--- src/rtl/seg7_scroll_scan.sv ---
// Multi-digit 7-segment scroller/scanner: scrolls a stored BCD string across time-multiplexed digits.
// Optional macro SCROLL_DIR_EN enables reverse scrolling via dir; without it dir is ignored.
module seg7_scroll_scan #(
   parameter int NUM_DIGITS = 4,
   parameter int SEQ_LEN    = 8,
   parameter int SCROLL_DIV = 12500000,
   parameter int SCAN_DIV   = 50000
) (
   input  logic                       clk,
   input  logic                       rst,
   input  logic                       en,
   input  logic                       pause,
   input  logic                       load,
   input  logic [4*SEQ_LEN-1:0]       seq_in,
   input  logic                       dir,
   output logic [6:0]                 seg,
   output logic [NUM_DIGITS-1:0]      an,
   output logic [$clog2(SEQ_LEN)-1:0] pos,
   output logic                       wrap
);

   localparam int PW  = $clog2(SEQ_LEN);
   localparam int DW  = $clog2(NUM_DIGITS);
   localparam int SCW = $clog2(SCROLL_DIV);
   localparam int SNW = (SCAN_DIV > 1) ? $clog2(SCAN_DIV) : 1;

   localparam logic [PW-1:0]  POS_MAX    = PW'(SEQ_LEN - 1);
   localparam logic [PW:0]    SUM_LEN    = (PW + 1)'(SEQ_LEN);
   localparam logic [DW-1:0]  DIG_MAX    = DW'(NUM_DIGITS - 1);
   localparam logic [SCW-1:0] SCROLL_MAX = SCW'(SCROLL_DIV - 1);
   localparam logic [SNW-1:0] SCAN_MAX   = SNW'(SCAN_DIV - 1);

   logic [4*SEQ_LEN-1:0]  r_seq;
   logic [PW-1:0]         r_pos;
   logic [DW-1:0]         r_scan_idx;
   logic [SNW-1:0]        r_scan_cnt;
   logic [SCW-1:0]        r_scroll_cnt;
   logic [6:0]            r_seg;
   logic [NUM_DIGITS-1:0] r_an;
   logic                  r_wrap;

   logic                  w_scroll_tick;
   logic [PW:0]           w_sum;
   logic [PW:0]           w_sum_mod;
   logic [PW-1:0]         w_elem;
   logic [3:0]            w_code;
   logic [PW-1:0]         w_step_pos;
   logic                  w_at_wrap;
   logic [NUM_DIGITS-1:0] w_an_sel;

   function automatic logic [6:0] seg_decode(input logic [3:0] code);
      case (code)
         4'd0:    seg_decode = 7'b1000000;
         4'd1:    seg_decode = 7'b1111001;
         4'd2:    seg_decode = 7'b0100100;
         4'd3:    seg_decode = 7'b0110000;
         4'd4:    seg_decode = 7'b0011001;
         4'd5:    seg_decode = 7'b0010010;
         4'd6:    seg_decode = 7'b0000010;
         4'd7:    seg_decode = 7'b1111000;
         4'd8:    seg_decode = 7'b0000000;
         4'd9:    seg_decode = 7'b0010000;
         4'd15:   seg_decode = 7'b1111111;
         default: seg_decode = 7'b0111111;
      endcase
   endfunction

   assign w_scroll_tick = en && !pause && (r_scroll_cnt == SCROLL_MAX);

   // pos and scan_idx are both below SEQ_LEN, so one conditional subtract gives the modulo.
   assign w_sum     = {1'b0, r_pos} + {{(PW + 1 - DW){1'b0}}, r_scan_idx};
   assign w_sum_mod = (w_sum >= SUM_LEN) ? (w_sum - SUM_LEN) : w_sum;
   assign w_elem    = w_sum_mod[PW-1:0];
   assign w_code    = r_seq[{w_elem, 2'b00} +: 4];
   assign w_an_sel  = ~({{(NUM_DIGITS - 1){1'b0}}, 1'b1} << r_scan_idx);

`ifdef SCROLL_DIR_EN
   always_comb begin
      w_step_pos = (r_pos == POS_MAX) ? '0 : r_pos + PW'(1);
      w_at_wrap  = (r_pos == POS_MAX);
      if (dir) begin
         w_step_pos = (r_pos == '0) ? POS_MAX : r_pos - PW'(1);
         w_at_wrap  = (r_pos == '0);
      end
   end
`else
   logic w_unused_dir;
   assign w_unused_dir = dir;

   always_comb begin
      w_step_pos = (r_pos == POS_MAX) ? '0 : r_pos + PW'(1);
      w_at_wrap  = (r_pos == POS_MAX);
   end
`endif

   always_ff @(posedge clk or negedge rst) begin
      if (!rst) begin
         r_seq        <= '0;
         r_pos        <= '0;
         r_scan_idx   <= '0;
         r_scan_cnt   <= '0;
         r_scroll_cnt <= '0;
         r_seg        <= 7'h7F;
         r_an         <= '1;
         r_wrap       <= 1'b0;
      end else begin
         // A load overrides any scroll step in the same cycle and suppresses wrap.
         if (load) begin
            r_seq <= seq_in;
            r_pos <= '0;
         end else if (w_scroll_tick) begin
            r_pos <= w_step_pos;
         end
         r_wrap <= w_scroll_tick && !load && w_at_wrap;

         if (!en) begin
            r_scan_cnt   <= '0;
            r_scan_idx   <= '0;
            r_scroll_cnt <= '0;
            r_seg        <= 7'h7F;
            r_an         <= '1;
         end else begin
            if (r_scan_cnt == SCAN_MAX) begin
               r_scan_cnt <= '0;
               r_scan_idx <= (r_scan_idx == DIG_MAX) ? '0 : r_scan_idx + DW'(1);
            end else begin
               r_scan_cnt <= r_scan_cnt + SNW'(1);
            end

            if (load || w_scroll_tick) begin
               r_scroll_cnt <= '0;
            end else if (!pause) begin
               r_scroll_cnt <= r_scroll_cnt + SCW'(1);
            end

            r_seg <= seg_decode(w_code);
            r_an  <= w_an_sel;
         end
      end
   end

   assign seg  = r_seg;
   assign an   = r_an;
   assign pos  = r_pos;
   assign wrap = r_wrap;

endmodule

--- config.mk ---
export PLATFORM = sky130hd
export DESIGN_NAME = seg7_scroll_scan
export DESIGN_NICKNAME = d
export VERILOG_FILES = /design/src/rtl/seg7_scroll_scan.sv
export SDC_FILE = /design/constraint.sdc
export NUM_CORES = 1
export LEC_CHECK = 0
export ABC_AREA = 1
export BUFFER_PORTS_ARGS = -buffer_cell sky130_fd_sc_hd__buf_2
export CAP_MARGIN = 20
export CORE_UTILIZATION = 48
export CTS_CLUSTER_DIAMETER = 200
export CTS_CLUSTER_SIZE = 25
export DETAILED_ROUTE_END_ITERATION = 8
export GPL_TIMING_DRIVEN = 0
export PLACE_DENSITY = 0.69
export SLEW_MARGIN = 20
export SYNTH_ARGS = -nofsm -noshare
export SYNTH_HDL_FRONTEND = slang
export SYNTH_SLANG_ARGS = --single-unit
--- constraint.sdc ---
create_clock -name clk -period 7.45 [get_ports clk]
set_clock_uncertainty 0.15 [all_clocks]
set_input_delay 0.745 -clock clk [delete_from_list [all_inputs] [get_ports clk]]
set_output_delay 0.745 -clock clk [all_outputs]
set_load 0.02 [all_outputs]
==> results of run 1 <==
[placed cells by master (no fill, tap or decap), types with 2 or more instances in the layout]
master                       instances
sky130_fd_sc_hd__a21oi_1            10
sky130_fd_sc_hd__nor2_1             75
sky130_fd_sc_hd__buf_2              56
sky130_fd_sc_hd__o21ai_1             2
sky130_fd_sc_hd__ha_1               10
sky130_fd_sc_hd__o21bai_1            2
sky130_fd_sc_hd__nand3_1            43
sky130_fd_sc_hd__clkbuf_1           10
sky130_fd_sc_hd__inv_2               3
sky130_fd_sc_hd__o211ai_1            3
sky130_fd_sc_hd__a31oi_1             3
sky130_fd_sc_hd__o22ai_1             2
sky130_fd_sc_hd__nor2_4              2
sky130_fd_sc_hd__clkinvlp_4          2
sky130_fd_sc_hd__xor2_1             11
sky130_fd_sc_hd__clkbuf_8            9
sky130_fd_sc_hd__nor3_1             12
sky130_fd_sc_hd__nand4_1             6
sky130_fd_sc_hd__nand2_2             5
sky130_fd_sc_hd__nand3_2             2
sky130_fd_sc_hd__dfstp_2            11
sky130_fd_sc_hd__xnor2_1             2
sky130_fd_sc_hd__inv_1              83
sky130_fd_sc_hd__nor2_2              4
sky130_fd_sc_hd__o21ai_0            43
sky130_fd_sc_hd__dfrtp_1            78
sky130_fd_sc_hd__nand2_1           210
sky130_fd_sc_hd__clkinv_4            2
[cell type report]
cell class / count / share of cell area, %
Clock buffer: 11 / 2.43
Sequential cell: 89 / 41.4
Inverter: 86 / 5.97
Multi-Input combinational cell: 455 / 39.9
Timing Repair Buffer: 50 / 5.09
Clock inverter: 5 / 0.764
Tap cell: 133 / 3.08
Buffer: 16 / 1.30
[routing by layer]
metal / routed length [um] / up-vias
li1: - / 2131
met3: 598 / 15
met4: 150 / 0
met2: 4830 / 92
met1: 4950 / 1945
met5: 0 / -
[logic make-up (layout without fill, tap and decap cells)]
family                   Yosys count  in the layout  share of synthesized area (%)
AND/OR/NAND/NOR                  364            364                           31.8
XOR/XNOR                          14             14                           2.72
adder cells (fa/ha/maj)           11             11                           3.03
buffers and inverters            102            168                           8.20
AO/OA/AOI/OAI                     66             66                           7.52
flip-flops                        89             89                           46.8
[state kept, by name, summed over array words and instances (netlist names)]
register	cells
an	4
pos	3
r_scan_cnt	16
r_scan_idx	2
r_scroll_cnt	24
r_seq	32
seg	7
wrap	1
[worst register-to-register path, delay by kind of cell (launching register included)]
kind | cells | cell delay, ns
fa+ha+maj | 3 | 1.01
buf+inv | 4 | 0.51
flops | 1 | 0.44
simple gates | 7 | 0.58
[report_power, final]
group	internal (mW)	switching (mW)	total [mW]
logic	0.0598	0.124	0.184
clock network	0.124	0.179	0.303
registers	0.520	0.0105	0.531
[Yosys cell counts, drive strengths merged]
master  count
nand3b      1
nor3       13
o22ai       2
xnor2       2
clkbuf      8
a21oi      11
nand3      45
nor4        1
and3        1
nor2       81
ha         10
o21ai      45
o211ai      3
xor2       12
dfstp      11
inv        86
nand2     216
o21bai      2
a31oi       3
dfrtp      78
fa          1
buf         8
nand4       6
[worst max-delay path by stage]
stage                        from                      endpoint  slack [ns]  depth (start not counted)
6_report       pos[0]$_DFFE_PN0P_              seg[3]$_DFF_PN1_        4.71                         14
5_1_grt        pos[0]$_DFFE_PN0P_              seg[3]$_DFF_PN1_        4.48                         12
4_1_cts        pos[0]$_DFFE_PN0P_              seg[3]$_DFF_PN1_        4.70                         14
3_5_place_dp   pos[0]$_DFFE_PN0P_              seg[3]$_DFF_PN1_        4.72                         14
3_3_place_gp                  rst  r_scroll_cnt[21]$_DFFE_PN0P_        4.71                          1
2_1_floorplan  pos[0]$_DFFE_PN0P_              seg[3]$_DFF_PN1_        4.92                         12
[stage by stage]
step / cells / hold WS, ns
4_1_cts: 845 / 0.245
3_5_place_dp: 829 / 0.308
6_report: 845 / 0.220
2_1_floorplan: 646 / 0.283
5_1_grt: 845 / 0.258
3_3_place_gp: 828 / 0.301
==> flow_summary.ini, run 1 <==
[route]
mean_routed_wirelength_per_cell_um = 12.5
route.detailed.drc = 0
drt_first_iter_violations = 158
drt.antenna.violating_nets = 0
detailroute.via_count = 4183
drt-vias-per-instance = 4.95
pre_repair_dr_iteration_count = 4
drt-total-wl_mm = 10.5

[synthesis]
postSynthCellCount = 646
synth.largest_area_cell = sky130_fd_sc_hd__dfrtp_1
synth_seq_area_share_pct = 46.8
syn-cell-area_um2 = 4790
ffs_latches_synth = 89
post_synth_main_area_contributors = sky130_fd_sc_hd__dfrtp_1, sky130_fd_sc_hd__nand2_1, sky130_fd_sc_hd__inv_1, sky130_fd_sc_hd__dfstp_2, sky130_fd_sc_hd__nor2_1
synth_nets = 695
yosysTopAreaCellShare_pct = 40.7
syn_avg_cell_area_um2 = 7.42
netlist-cell-type-count = 33
synth-warning-count = 0

[global_route]
via_count_of_the_first_global_routing_pass = 4234
gr_util_all_layers_pct = 23.1
wire_length_of_the_first_global_routing_pass_mm = 18.9
grt_util_met2_pct = 39.0
grt.met1_usage_pct = 30.0
globalRouteOverflowTotal = 0
top_usage_layer = met2
grt_antenna_before_repair = 0
grt_start_max_net_pins = 47
global_route.usage.met3_pct = 4.79

[pwr]
pwr_density_nw_per_um2 = 188
static-leakage-power_nw = 2.61
vdd.ir_drop.worst_v = 0.0000787
post-layout-total-power_mw = 1.02

[layout]
final_util_pct = 55.6
drive_gt1_share_pct = 14.5
seqCellArea_um2 = 2240
multi_input_comb_area_um2 = 2160
num-fill-cells = 997
antenna_cells = 0
final_nets = 756
layout-area-overhead-vs-synth_pct = 12.8
finish.instance_area_um2 = 5410

[die]
die_area_um2 = 10400
placementRows = 36
floorplan.core_area_um2 = 9730
top_level_ports = 53
vertical_die_dimension_um = 102
start_util_pct = 49.3
chipWidth_um = 102

[worst_setup_path]
crit_path_cell_trace = ha_1, fa_1, buf_2, inv_1, nand3_1, nand3_1, nand2_2, inv_1, ha_1, inv_1, nand2_1, nand2_1, nand2_1, nand2_1
worst_ep_arrival_time_ns = 2.89
r2r_start = pos[0]$_DFFE_PN0P_
critical_path_required_ns = 7.60
timing.rr.end = seg[3]$_DFF_PN1_
cpMostUsedCell = sky130_fd_sc_hd__nand2_1
critical_path_buf_inv_count = 4
timing.critical_path.slowest_stage_cell = sky130_fd_sc_hd__fa_1
cp_top_family = adder cells
critPathCaptureType = flop
critPathMaxStageDelay_ns = 0.48
start_kind = flop
ff2ff_setup_slack_ns = 4.71
path_class = reg2reg
path_max_fanout = 10
ff2ff_path_depth = 14

[clocking]
cts.reportedPaths.clkPinSlew_ns = 0.09
clk_root_buffer_cell = sky130_fd_sc_hd__clkbuf_8
h-tree-depth = 3
worst_skew_pair_later_pin_latency_ns = 0.37
cts_buffers = 9
number_of_cells_upsized_or_downsized_after_cts = 0
clk_path_buf_depth = 2
cts_tree = yes
cts-hold-fix-buffers = 0
post_cts.repair.setup_buffers = 0
clock_sink_count = 89

[flow_run]
cap_violations = 0

[worst_hold_path]
min-delay-path-class = in2async

[timing]
finalWorstSetupSlack_ns = 4.71
final_max_slew_viol_count = 0
period_needed_ns = 2.74
fin_crit_sh_pct = 36.8
max_freq_mhz = 365
worst-slew-pin-transition_ns = 0.588
relSlewSlack_pct = 60.8
timing.final.setup_violations = 0
rsz0062_at_grt = no
timing_hold_violations_final = 0
finalSetupTns_ns = 0

[run_status]
run_status = finished, final reports clean

[placed_design]
pre_cts_ws_ns = 4.72
place_area_um2 = 5230
gpl.final_weighted_congestion = 0.924
numPortBuffers = 49
dp_hpwl_mm = 8.02
Power figures use the tool's default switching activity.
==> run 2: changes to the inputs <==
Clock period 7.45 ns to 2.65 ns, I/O delays scaled along.
==> flow_summary.ini, run 2 (synthesis results as in run 1) <==
[die]
floorplan.core_area_um2 = 9730
placementRows = 36
vertical_die_dimension_um = 102
start_util_pct = 49.3
top_level_ports = 53
die_area_um2 = 10400
chipWidth_um = 102

[placed_design]
numPortBuffers = 49
gpl.final_weighted_congestion = 0.924
dp_hpwl_mm = 8.02
dpl.cell_count = 829

[timing]
timing.final.setup_violations = 0
max_freq_mhz = 396
fin_crit_sh_pct = 95.2
timing_hold_violations_final = 0
period_needed_ns = 2.52
worst-slew-pin-transition_ns = 0.594
relSlewSlack_pct = 60.4
finalSetupTns_ns = 0
final_max_slew_viol_count = 0

[clocking]
h-tree-depth = 3
cts_buffers = 9
cts.reportedPaths.clkPinSlew_ns = 0.08
clk_path_buf_depth = 2
cts_tree = yes
worst_skew_pair_later_pin_latency_ns = 0.37
clock_sink_count = 89
clk_root_buffer_cell = sky130_fd_sc_hd__clkbuf_8

[worst_hold_path]
min-delay-path-class = in2reg
cell_count_of_the_worst_hold_path = 3

[global_route]
grt_antenna_before_repair = 0
gr_util_all_layers_pct = 23.9
globalRouteOverflowTotal = 0
wire_length_of_the_first_global_routing_pass_mm = 19.6
grt_start_max_net_pins = 47
via_count_of_the_first_global_routing_pass = 4385

[worst_setup_path]
path_class = reg2reg
ff2ff_path_depth = 12
timing.critical_path.slowest_stage_cell = sky130_fd_sc_hd__fa_1
path_max_fanout = 6
critPathMaxStageDelay_ns = 0.50
start_kind = flop
critPathCaptureType = flop
critical_path_required_ns = 2.77
worst_ep_arrival_time_ns = 2.64
cpMostUsedCell = sky130_fd_sc_hd__buf_4
crit_path_cell_trace = ha_1, fa_1, buf_6, buf_4, nand3_1, nand3_1, nand2_2, buf_4, buf_4, nand2_2, inv_1, o21ai_0

[layout]
reg_top3 = r_seq: 32 flops, r_scroll_cnt: 24 flops, r_scan_cnt: 16 flops
largest-register = r_seq
final_nets = 798
mostFrequentLayoutCell = sky130_fd_sc_hd__nand2_1
multi_input_comb_area_um2 = 2220
largest_reg_flops = 32
num-fill-cells = 915
antenna_cells = 0
final_cells = 887
layout-area-overhead-vs-synth_pct = 22.6
drive_gt1_share_pct = 16.2
final_cell_mix = sky130_fd_sc_hd__nand2_1, sky130_fd_sc_hd__inv_1, sky130_fd_sc_hd__dfrtp_1
seqCellArea_um2 = 2240

[flow_run]
cap_violations = 0

[route]
route.detailed.drc = 0
detailroute.via_count = 4420
pre_repair_dr_iteration_count = 6
drt-total-wl_mm = 11.3
mean_routed_wirelength_per_cell_um = 12.8
drt_first_iter_violations = 230
drt-vias-per-instance = 4.98
drt.antenna.violating_nets = 0

[pwr]
internal_power_mw = 2.06
comb_power_share_pct = 21.5
pwr_density_nw_per_um2 = 509
power_frac_seq_pct = 50.0
vdd.ir_drop.worst_v = 0.000227
static-leakage-power_nw = 2.81
power.switching_mw = 0.928
clockPowerShare_pct = 28.5
switching_share_pct = 31.1

[run_status]
run_status = finished, final reports clean
==> run 2: final timing paths <==
check,from,slack (ns),to
setup / recovery,r_scan_idx[0]$_DFFE_PN0P_,0.13,seg[4]$_DFF_PN1_
hold / removal,pause,0.12,r_scroll_cnt[0]$_DFFE_PN0P_
setup reg to reg,r_scan_idx[0]$_DFFE_PN0P_,0.13,seg[4]$_DFF_PN1_
hold reg to reg,r_scan_cnt[0]$_DFF_PN0_,0.32,r_scan_cnt[0]$_DFF_PN0_
max in group asynchronous,rst,1.38,an[0]$_DFF_PN1_
min in group asynchronous,rst,0.29,r_seq[12]$_DFFE_PN0P_
==> run 2: power groups by stage <==
stage	Combinational, mW	Sequential, mW	Clock (mW)
floorplan	0.303	1.56	0
global placement	0.505	1.52	0
detailed placement	0.520	1.52	0
CTS	0.562	1.49	0.874
global route	0.725	1.50	0.942
finish	0.643	1.49	0.852
==> run 2: metal layers <==
layer  share of wire (%)  GRT usage, %
met1                  45          31.3
met2                  48          40.1
met3                 5.6          5.06
met4                 1.1          7.03
met5                   0             0
==> run 2: metrics by stage <==
step	hold slack (ns)	utilization [%]	cell area (um2)	setup slack, ns	power, mW
finish	0.122	60.4	5870	0.126	2.99
floorplan	-0.181	-	4790	0.117	1.87
detailed placement	0.159	53.8	5230	-0.0751	2.04
CTS	0.115	59.1	5750	0.000862	2.93
global placement	0.301	53.5	5200	-0.0385	2.02
global route	0.130	60.4	5870	-0.00439	3.17
==> run 2: timing repair <==
item / 4_1_cts / 5_1_grt
endpoints found under the setup margin: 1 / 3
setup buffers: 1 / 8
gates resized for setup: 2 / 11
pin swaps: 0 / 6
hold buffers: 33 / 0
hold endpoints to repair: 75 / 0
==> run 2: worst max-delay path, delay by kind of cell (launching register included) <==
kind,cells,cell delay [ns]
simple gates,4,0.40
fa+ha+maj,2,0.69
compound gates,1,0.19
flops,1,0.41
buf+inv,5,0.60
==> run 2: area by class of cell <==
type / instances / share of cell area, %
Timing Repair Buffer: 92 / 11.5
Tap cell: 133 / 2.83
Clock buffer: 11 / 2.24
Inverter: 86 / 5.56
Sequential cell: 89 / 38.2
Clock inverter: 5 / 0.703
Multi-Input combinational cell: 455 / 37.7
Buffer: 16 / 1.30
==> run 3: changes to the inputs <==
Settings changed: GPL_TIMING_DRIVEN 0 to 1.
==> flow_summary.ini, run 3 (synthesis results as in run 1) <==
[run_status]
run_status = finished, final reports clean

[layout]
layout-area-overhead-vs-synth_pct = 21.1
final_nets = 785
final_cells = 874
drive_gt1_share_pct = 14.7
reg_top3 = r_seq: 32 flops, r_scroll_cnt: 24 flops, r_scan_cnt: 16 flops
largest_reg_flops = 32
num-fill-cells = 910
largest-register = r_seq
multi_input_comb_area_um2 = 2160
mostFrequentLayoutCell = sky130_fd_sc_hd__nand2_1
antenna_cells = 0
final_cell_mix = sky130_fd_sc_hd__nand2_1, sky130_fd_sc_hd__inv_1, sky130_fd_sc_hd__dfrtp_1
final_util_pct = 59.6
seqCellArea_um2 = 2240

[timing]
timing_hold_violations_final = 0
final_max_slew_viol_count = 0
fin_crit_sh_pct = 93.8
relSlewSlack_pct = 62.7
period_needed_ns = 2.49
timing.final.setup_violations = 0
max_freq_mhz = 402
worst-slew-pin-transition_ns = 0.560

[placed_design]
dp_hpwl_mm = 7.47
gpl.final_weighted_congestion = 0.894
numPortBuffers = 51
dpl.cell_count = 821

[route]
route.detailed.drc = 0
routed.top_layer = met4
detailroute.via_count = 4307
drt.antenna.violating_nets = 0
drt_first_iter_violations = 208
drt-total-wl_mm = 10.9
mean_routed_wirelength_per_cell_um = 12.4
pre_repair_dr_iteration_count = 4
wl_met3_um = 531
met1Wirelength_mm = 5.04
drt-vias-per-instance = 4.93
met2RoutedLength_mm = 5.12

[die]
top_level_ports = 53
chipWidth_um = 102
die_area_um2 = 10400
floorplan.core_area_um2 = 9730
vertical_die_dimension_um = 102
placementRows = 36
start_util_pct = 49.3

[global_route]
via_count_of_the_first_global_routing_pass = 4215
grt_start_max_net_pins = 57
gr_util_all_layers_pct = 24.1
wire_length_of_the_first_global_routing_pass_mm = 19.3
globalRouteOverflowTotal = 0
grt_antenna_before_repair = 0

[worst_setup_path]
path_class = reg2reg
critPathMaxStageDelay_ns = 0.49
ff2ff_path_depth = 13
critPathCaptureType = flop
worst_ep_arrival_time_ns = 2.65
crit_path_cell_trace = ha_1, fa_1, buf_6, nand3_1, nand3_1, nand2_2, inv_1, ha_1, inv_1, nand2_1, nand2_1, nand2_1, nand2_1
cpMostUsedCell = sky130_fd_sc_hd__nand2_1
setup.worst_path.start = pos[0]$_DFFE_PN0P_
r2r_start = pos[0]$_DFFE_PN0P_
critical_path_required_ns = 2.82
timing.rr.end = seg[3]$_DFF_PN1_
start_kind = flop
timing.critical_path.slowest_stage_cell = sky130_fd_sc_hd__fa_1
ff2ff_setup_slack_ns = 0.16
path_max_fanout = 9

[worst_hold_path]
min-delay-path-class = in2reg
cell_count_of_the_worst_hold_path = 2
hold_start = load
whs_endpoint = r_seq[22]$_DFFE_PN0P_

[clocking]
cts_tree = yes
clk_path_buf_depth = 2
cts.reportedPaths.clkPinSlew_ns = 0.10
worst_skew_pair_later_pin_latency_ns = 0.37
cts_buffers = 9
h-tree-depth = 3
clk_root_buffer_cell = sky130_fd_sc_hd__clkbuf_8
clock_sink_count = 89

[pwr]
post-layout-total-power_mw = 3.05
static-leakage-power_nw = 2.78
pwr_density_nw_per_um2 = 525
vdd.ir_drop.worst_v = 0.000323

[flow_run]
cap_violations = 0
-- run 3: cell types whose count changed in the layout (fill, tap and decap cells not counted), moves of 2 or more --
cell	delta
sky130_fd_sc_hd__buf_4	-3
sky130_fd_sc_hd__nand3_2	-5
sky130_fd_sc_hd__clkbuf_16	+2
sky130_fd_sc_hd__clkbuf_1	-10
sky130_fd_sc_hd__buf_2	-5
sky130_fd_sc_hd__nand3_1	+5
sky130_fd_sc_hd__clkinvlp_4	-2
sky130_fd_sc_hd__dlygate4sd3_1	+3
-- run 3: per-stage QoR --
step                      setup TNS (ns)  area [um2]  hold WS [ns]  setup WS (ns)
after global routing            -0.00849        5800        0.0319       -0.00849
after global placement                 0        5210         0.143          0.227
after floorplan                        0        4790        -0.181          0.117
after detailed placement               0        5210         0.143          0.155
after CTS                              0        5790        0.0142          0.132
final                                  0        5800        0.0307          0.164
-- run 3: layout make-up --
type / count / share of cell area (%)
clock buffers: 11 / 3.00
clock inverters: 5 / 0.733
inverters: 86 / 5.56
multi-input cells: 455 / 37.2
flip-flops and latches: 89 / 38.6
well taps: 133 / 2.87
repair buffers: 95 / 12.0
-- run 3: worst max path at each step --
stage                     cells past startpoint               end
final                                        13  seg[3]$_DFF_PN1_
after global routing                         13  seg[3]$_DFF_PN1_
after CTS                                    13  seg[3]$_DFF_PN1_
after detailed placement                     13  seg[3]$_DFF_PN1_
after global placement                       13  seg[3]$_DFF_PN1_
after floorplan                              12  seg[3]$_DFF_PN1_
-- run 3: repair_timing --
action,CTS,global route
resized for setup,0,4
endpoints found under the hold margin,65,0
hold buffers,36,0
endpoints found under the setup margin,0,1
buffers inserted,0,1
-- run 3: report_power, final --
group	internal, mW	switching, mW
Combinational	0.211	0.359
Sequential	1.46	0.0290
Clock	0.463	0.520
Total	2.14	0.909
-- run 3: worst max-delay path: cells and delay by family (launching register included) --
kind	cells	cell delay, ns
fa+ha+maj	3	1.00
simple gates	7	0.56
flops	1	0.45
buf+inv	3	0.28
-- run 3: metal layers --
metal	track usage (%)	up-vias
met5	0	-
met4	7.91	0
met3	4.72	15
met2	40.2	117
met1	31.6	1986
li1	-	2189
